File: src/rtl/tile_sprite_rom_pkg.sv
// Shared tile-type encoding and default-geometry glyph data for the tile sprite ROM.
package tile_pkg;

  localparam int TILE_ID_W = 3;
  localparam int DEF_W     = 32;
  localparam int DEF_H     = 16;

  typedef enum logic [TILE_ID_W-1:0] {
    TILE_SHIP   = 3'd0,
    TILE_EMPTY  = 3'd1,
    TILE_HIT    = 3'd2,
    TILE_MISS   = 3'd3,
    TILE_SUNK   = 3'd4,
    TILE_CURSOR = 3'd5
  } tile_id_e;

  // 32x16 X glyph: row 0 is blank, rows 9..15 mirror rows 7..1 around row 8.
  localparam logic [31:0] HIT_X_32X16 [16] = '{
    32'h00000000, 32'h01C00380, 32'h00E00700, 32'h00700E00,
    32'h00381C00, 32'h001C3800, 32'h000E7000, 32'h0007E000,
    32'h0003C000, 32'h0007E000, 32'h000E7000, 32'h001C3800,
    32'h00381C00, 32'h00700E00, 32'h00E00700, 32'h01C00380
  };

endpackage

File: src/rtl/tile_sprite_rom_blink_ctr.sv
// Frame-synchronous blink timer: toggles the blink phase every BLINK_FRAMES frame_start pulses.
module tile_blink_ctr
  import tile_pkg::*;
#(
  parameter int BLINK_FRAMES = 30
) (
  input  logic clk,
  input  logic rst,
  input  logic frame_start_i,
  output logic blink_phase_o
);

  localparam int CNT_W = (BLINK_FRAMES > 1) ? $clog2(BLINK_FRAMES) : 1;
  localparam logic [CNT_W-1:0] LAST = CNT_W'(BLINK_FRAMES - 1);

  logic [CNT_W-1:0] count_q, count_d;
  logic             phase_q, phase_d;

  always_comb begin
    count_d = count_q;
    phase_d = phase_q;
    if (frame_start_i) begin
      if (count_q == LAST) begin
        count_d = '0;
        phase_d = ~phase_q;
      end else begin
        count_d = count_q + CNT_W'(1);
      end
    end
  end

  always_ff @(posedge clk or posedge rst) begin
    if (rst) begin
      count_q <= '0;
      phase_q <= 1'b0;
    end else begin
      count_q <= count_d;
      phase_q <= phase_d;
    end
  end

  assign blink_phase_o = phase_q;

endmodule

File: src/rtl/tile_sprite_rom.sv
// Two-stage pipelined tile bitmap source: one pixel per cycle plus the full mirrored line,
// with HIT tiles blanked during the active blink phase.
module tile_sprite_rom
  import tile_pkg::*;
#(
  parameter int TILE_W       = 32,
  parameter int TILE_H       = 16,
  parameter int TILE_TYPES   = 8,
  parameter int BLINK_FRAMES = 30
) (
  input  logic                          clk,
  input  logic                          rst,
  input  logic                          frame_start,
  input  logic                          req_valid,
  input  logic [$clog2(TILE_TYPES)-1:0] tile_id,
  input  logic [$clog2(TILE_H)-1:0]     row,
  input  logic [$clog2(TILE_W)-1:0]     col,
  input  logic                          mirror,
  input  logic                          blink_en,
  output logic                          pix_valid,
  output logic                          pix,
  output logic [TILE_W-1:0]             line_out,
  output logic                          blink_phase
);

  localparam int TID_W = $clog2(TILE_TYPES);
  localparam int ROW_W = $clog2(TILE_H);
  localparam int COL_W = $clog2(TILE_W);

  function automatic logic [TILE_W-1:0] hit_word(int r);
    logic [TILE_W-1:0] w;
    int k, c;
    w = '0;
    if (TILE_W == DEF_W && TILE_H == DEF_H) begin
      w = TILE_W'(HIT_X_32X16[4'(r)]);
    end else if (r != 0) begin
      // Other geometries get a 2-pixel-wide X scaled to the tile.
      k = (r <= TILE_H / 2) ? r : TILE_H - r;
      c = ((k - 1) * (TILE_W / 2 - 2)) / (TILE_H / 2 - 1);
      w[TILE_W-1-c] = 1'b1;
      w[TILE_W-2-c] = 1'b1;
      w[c]          = 1'b1;
      w[c+1]        = 1'b1;
    end
    return w;
  endfunction

  function automatic logic [TILE_W-1:0] tile_word(int id, int r);
    logic [TILE_W-1:0] w;
    w = '0;
    if (id == int'(TILE_SHIP)) begin
      w = '1;
    end else if (id == int'(TILE_HIT)) begin
      w = hit_word(r);
    end else if (id == int'(TILE_SUNK)) begin
      w = ~hit_word(r);
    end else if (id == int'(TILE_MISS)) begin
      for (int b = 0; b < TILE_W; b++) begin
        if (r == 1 || r == TILE_H - 2)
          w[b] = (b >= 1 && b <= TILE_W - 2);
        else if (r >= 2 && r <= TILE_H - 3)
          w[b] = (b >= 1 && b <= 3) || (b >= TILE_W - 4 && b <= TILE_W - 2);
      end
    end else if (id == int'(TILE_CURSOR)) begin
      if (r <= 1 || r >= TILE_H - 2) begin
        w = '1;
      end else begin
        w[TILE_W-1] = 1'b1;
        w[TILE_W-2] = 1'b1;
        w[1]        = 1'b1;
        w[0]        = 1'b1;
      end
    end
    return w;
  endfunction

  logic [TILE_W-1:0] rom [TILE_TYPES*TILE_H];

  for (genvar i = 0; i < TILE_TYPES * TILE_H; i++) begin : g_rom
    assign rom[i] = tile_word(i / TILE_H, i % TILE_H);
  end

  tile_blink_ctr #(
    .BLINK_FRAMES (BLINK_FRAMES)
  ) u_blink (
    .clk           (clk),
    .rst           (rst),
    .frame_start_i (frame_start),
    .blink_phase_o (blink_phase)
  );

  logic             s1_valid_q, s1_mirror_q;
  logic [TID_W-1:0] s1_id_q, eff_id_d;
  logic [ROW_W-1:0] s1_row_q;
  logic [COL_W-1:0] s1_col_q;

  always_comb begin
    eff_id_d = tile_id;
    if (blink_en && blink_phase && int'(tile_id) == int'(TILE_HIT))
      eff_id_d = TID_W'(TILE_EMPTY);
  end

  always_ff @(posedge clk or posedge rst) begin
    if (rst) begin
      s1_valid_q  <= 1'b0;
      s1_id_q     <= '0;
      s1_row_q    <= '0;
      s1_col_q    <= '0;
      s1_mirror_q <= 1'b0;
    end else begin
      s1_valid_q  <= req_valid;
      s1_id_q     <= eff_id_d;
      s1_row_q    <= row;
      s1_col_q    <= col;
      s1_mirror_q <= mirror;
    end
  end

  logic [TILE_W-1:0] word_d, line_d, line_q;
  logic              pix_d, pix_q, pix_valid_q;

  // Display column c always sits at line bit TILE_W-1-c, whether mirrored or not.
  always_comb begin
    word_d = rom[{s1_id_q, s1_row_q}];
    line_d = s1_mirror_q ? {<<{word_d}} : word_d;
    pix_d  = line_d[~s1_col_q];
  end

  always_ff @(posedge clk or posedge rst) begin
    if (rst) begin
      pix_valid_q <= 1'b0;
      pix_q       <= 1'b0;
      line_q      <= '0;
    end else begin
      pix_valid_q <= s1_valid_q;
      if (s1_valid_q) begin
        pix_q  <= pix_d;
        line_q <= line_d;
      end
    end
  end

  assign pix_valid = pix_valid_q;
  assign pix       = pix_q;
  assign line_out  = line_q;

endmodule

File: config.mk
export PLATFORM = sky130hd
export DESIGN_NAME = tile_sprite_rom
export DESIGN_NICKNAME = d
export VERILOG_FILES = /design/src/rtl/tile_sprite_rom_pkg.sv /design/src/rtl/tile_sprite_rom_blink_ctr.sv /design/src/rtl/tile_sprite_rom.sv
export SDC_FILE = /design/constraint.sdc
export NUM_CORES = 1
export LEC_CHECK = 0
export ABC_AREA = 1
export BUFFER_PORTS_ARGS = -buffer_cell sky130_fd_sc_hd__clkbuf_2
export CORE_MARGIN = 1
export CORE_UTILIZATION = 53
export DETAILED_ROUTE_END_ITERATION = 8
export GPL_TIMING_DRIVEN = 0
export PLACE_DENSITY = 0.8
export SLEW_MARGIN = 15
export SYNTH_ARGS = -nofsm -noshare
export SYNTH_HDL_FRONTEND = slang
export SYNTH_SLANG_ARGS = --single-unit
File: constraint.sdc
create_clock -name clk -period 2.6 [get_ports clk]
set_clock_uncertainty 0.15 [all_clocks]
set_input_delay 0.13 -clock clk [delete_from_list [all_inputs] [get_ports clk]]
set_output_delay 0.13 -clock clk [all_outputs]
set_load 0.05 [all_outputs]
==> impl_metrics.env <==
export IMPL_grt_pass1_vias=1784
export IMPL_clk_pin_slew_ns=0.06
export IMPL_hp_class="primary input to flip-flop"
export IMPL_max_slew_margin=0.563
export IMPL_instances_no_fill=388
export IMPL_clock_sinks=34
export IMPL_wl_per_cell_um=11.1
export IMPL_die_w_um=64.9
export IMPL_yosysTopAreaCell="dfrtp_1"
export IMPL_synth_adder_area_share=0.0358
export IMPL_r2r_start="s1_row_q[1]"
export IMPL_finalCritPeriodShare=0.826
export IMPL_synthSimpleGateAreaFrac=0.336
export IMPL_syn_avg_cell_area_um2=7.92
export IMPL_die_y_um=64.9
export IMPL_syn_nets=289
export IMPL_gr_usage_all_layers=0.236
export IMPL_startpoint_type="flip-flop"
export IMPL_cpMostUsedCell="nand2_1"
export IMPL_drt_wl_total_um=4310
export IMPL_critPathTopFamily="simple AND/OR/NAND/NOR gates"
export IMPL_layout_common_cells="nand2_1, clkbuf_2, dfrtp_1"
export IMPL_post_cts_repair_setup_buffers=0
export IMPL_synthXorXnorAreaFrac=0.0125
export IMPL_path_buf_inv=2
export IMPL_drv_cap=0
export IMPL_dr_pass1_iters=4
export IMPL_vias=1913
export IMPL_arrival_ns=2.17
export IMPL_crit_end="pix"
export IMPL_io_pins=53
export IMPL_cp_slowest_cell="dfrtp_1"
export IMPL_drv_slew=0
export IMPL_max_freq_mhz=466
export IMPL_ant_nets=0
export IMPL_synth_compound_area_frac=0.0763
export IMPL_drive_above_1_share=0.332
export IMPL_synthCells=265
export IMPL_via_per_inst=4.93
export IMPL_dieArea_um2=4220
export IMPL_leakagePower_nw=1.45
export IMPL_cts_tree="yes"
export IMPL_io_buffers=51
export IMPL_setup_viol=0
export IMPL_cp_cell_sequence="inv_2, ha_1, inv_1, nand2_1, o211ai_1, nand3_1, nand2_1, nand2_2, nand2_1, nand2_1, nor2_1, nand2_1, nand3_1, nand2_1, nand3_1, nand2_1"
export IMPL_post_route_min_period_ns=2.15
export IMPL_drtIter0Drc=94
export IMPL_path_class="flip-flop to flip-flop"
export IMPL_setup_tns_final_ns=0
export IMPL_p_total_mw=1.77
export IMPL_seq_area_frac_synth=0.405
export IMPL_row_count=22
export IMPL_muxShareOfSynthArea=0
export IMPL_grt_ovfl_total=0
export IMPL_synth_top_area_share=0.405
export IMPL_grt_pass1_wl_um=7480
export IMPL_r2r_end="pix"
export IMPL_tightest_slew_ns=0.654
export IMPL_fillCellCount=318
export IMPL_cp_depth=16
export IMPL_syn_to_final_growth_pct=27.0
export IMPL_crit_start="s1_row_q[1]"
export IMPL_cp_required_ns=2.63
export IMPL_hpwl_um=3130
export IMPL_synth_top_cells_by_area="dfrtp_1, nand2_1, buf_4, nand3_1, nor2_1"
export IMPL_ir_worst_vdd_mv=0.600
export IMPL_h_tree_depth=2
export IMPL_grt_start_max_net_pins=35
export IMPL_final_common_cell="nand2_1"
export IMPL_netlist_area_um2=2100
export IMPL_rsz0062_at_grt="no"
export IMPL_drcViolationCount=0
export IMPL_yosysWarnings=0
export IMPL_coreArea_um2=3740
export IMPL_r2r_slack_ns=0.45
export IMPL_synth_cell_types=33
export IMPL_cp_max_fo=8
export IMPL_clock_latency_ns=0.28
export IMPL_power_density_nw_per_um2=663
export IMPL_start_util=0.561
export IMPL_critPathCaptureType="flip-flop"
export IMPL_nNetsFinal=363
export IMPL_antenna_found_initial=0
export IMPL_num_antenna_cells=0
export IMPL_finalHoldViolCount=0
export IMPL_synth_top_family_by_area="simple AND/OR/NAND/NOR gates"
export IMPL_clockBufferDepth=2
export IMPL_ys_ff_latch=34
export IMPL_r2r_cells=16
export IMPL_gp_congestion=0.956
export IMPL_dp_cells=364
export IMPL_status="finished clean"
export IMPL_cts_root_buf="clkbuf_8"
export IMPL_max_stage_delay_ns=0.51
export IMPL_cts_buffers=5
==> cell type report <==
class,instances,area (um^2),area share
clock inverters,1,5.00,0.00188
multi-input cells,181,966,0.362
inverters,27,108,0.0404
clock buffers,7,86.3,0.0324
plain buffers,23,175,0.0657
flip-flops and latches,34,851,0.319
well taps,48,60.1,0.0225
repair buffers,67,415,0.156
==> sequential cells by signal, summed over array words and instances, names as in the netlist <==
name and flops:
pix 1, s1_valid_q 1, s1_col_q 5, u_blink.blink_phase_o 1
u_blink.count_q 5, s1_row_q 4, line_out 13, s1_id_q 3
pix_valid 1
==> stage by stage <==
stage	utilization	setup WS (ns)	instance area, um^2	hold slack, ns
global placement	0.645	0.538	2410	0.0883
detailed placement	0.645	0.488	2410	0.0896
CTS	0.712	0.474	2670	0.123
global route	0.712	0.271	2670	0.153
finish	0.712	0.452	2670	0.152
floorplan	-	0.749	2100	0.0114
==> Yosys cell counts, drive strengths merged <==
cell,count
o211ai,1
xnor2,1
o22ai,2
nor2,30
a21oi,10
nand2,81
o21ai,3
inv,26
nand3,30
a31oi,10
buf,20
xor2,2
nor3,1
nand4,1
clkinv,1
dfrtp,34
a31o,1
ha,6
clkbuf,3
nand3b,2
==> worst min-delay path by stage <==
stage | slack (ns) | endpoint | start | cells after the start
finish | 0.15 | s1_id_q[0] | tile_id[1] | 4
global route | 0.15 | s1_id_q[0] | tile_id[1] | 4
CTS | 0.12 | s1_id_q[0] | tile_id[1] | 4
detailed placement | 0.09 | s1_row_q[1] | row[1] | 1
global placement | 0.09 | s1_row_q[1] | row[1] | 1
floorplan | 0.01 | s1_col_q[0] | col[0] | 0
==> worst min-delay path, stage by stage <==
cell,delay (ns)
clkbuf_2,0.09
inv_1,0.07
nor3_1,0.06
a31o_2,0.20
==> per-layer routing <==
layer / global-route usage / vias up / routed length [um]
met4: 0.0944 / 0 / 71
met5: 0 / - / 0
met2: 0.421 / 64 / 2190
met3: 0.0475 / 8 / 209
li1: - / 980 / -
met1: 0.273 / 861 / 1840
==> report_power, final <==
group          switching (mW)  internal [mW]
clock                   0.176          0.213
sequential             0.0830          0.611
combinational           0.466          0.218
total                   0.725           1.04
==> cell families after synthesis <==
kind of cell	count (synthesis)
AND/OR/NAND/NOR	145
XOR/XNOR	3
AO/OA/AOI/OAI	27
flip-flops	34
adder cells (fa/ha/maj)	6
buffers and inverters	50
==> what timing repair did <==
item                      in CTS  in global routing
hold endpoints to repair      49                  0
hold buffers                  16                  0
resized for setup              0                  0
(Power assumes the default switching activity.)
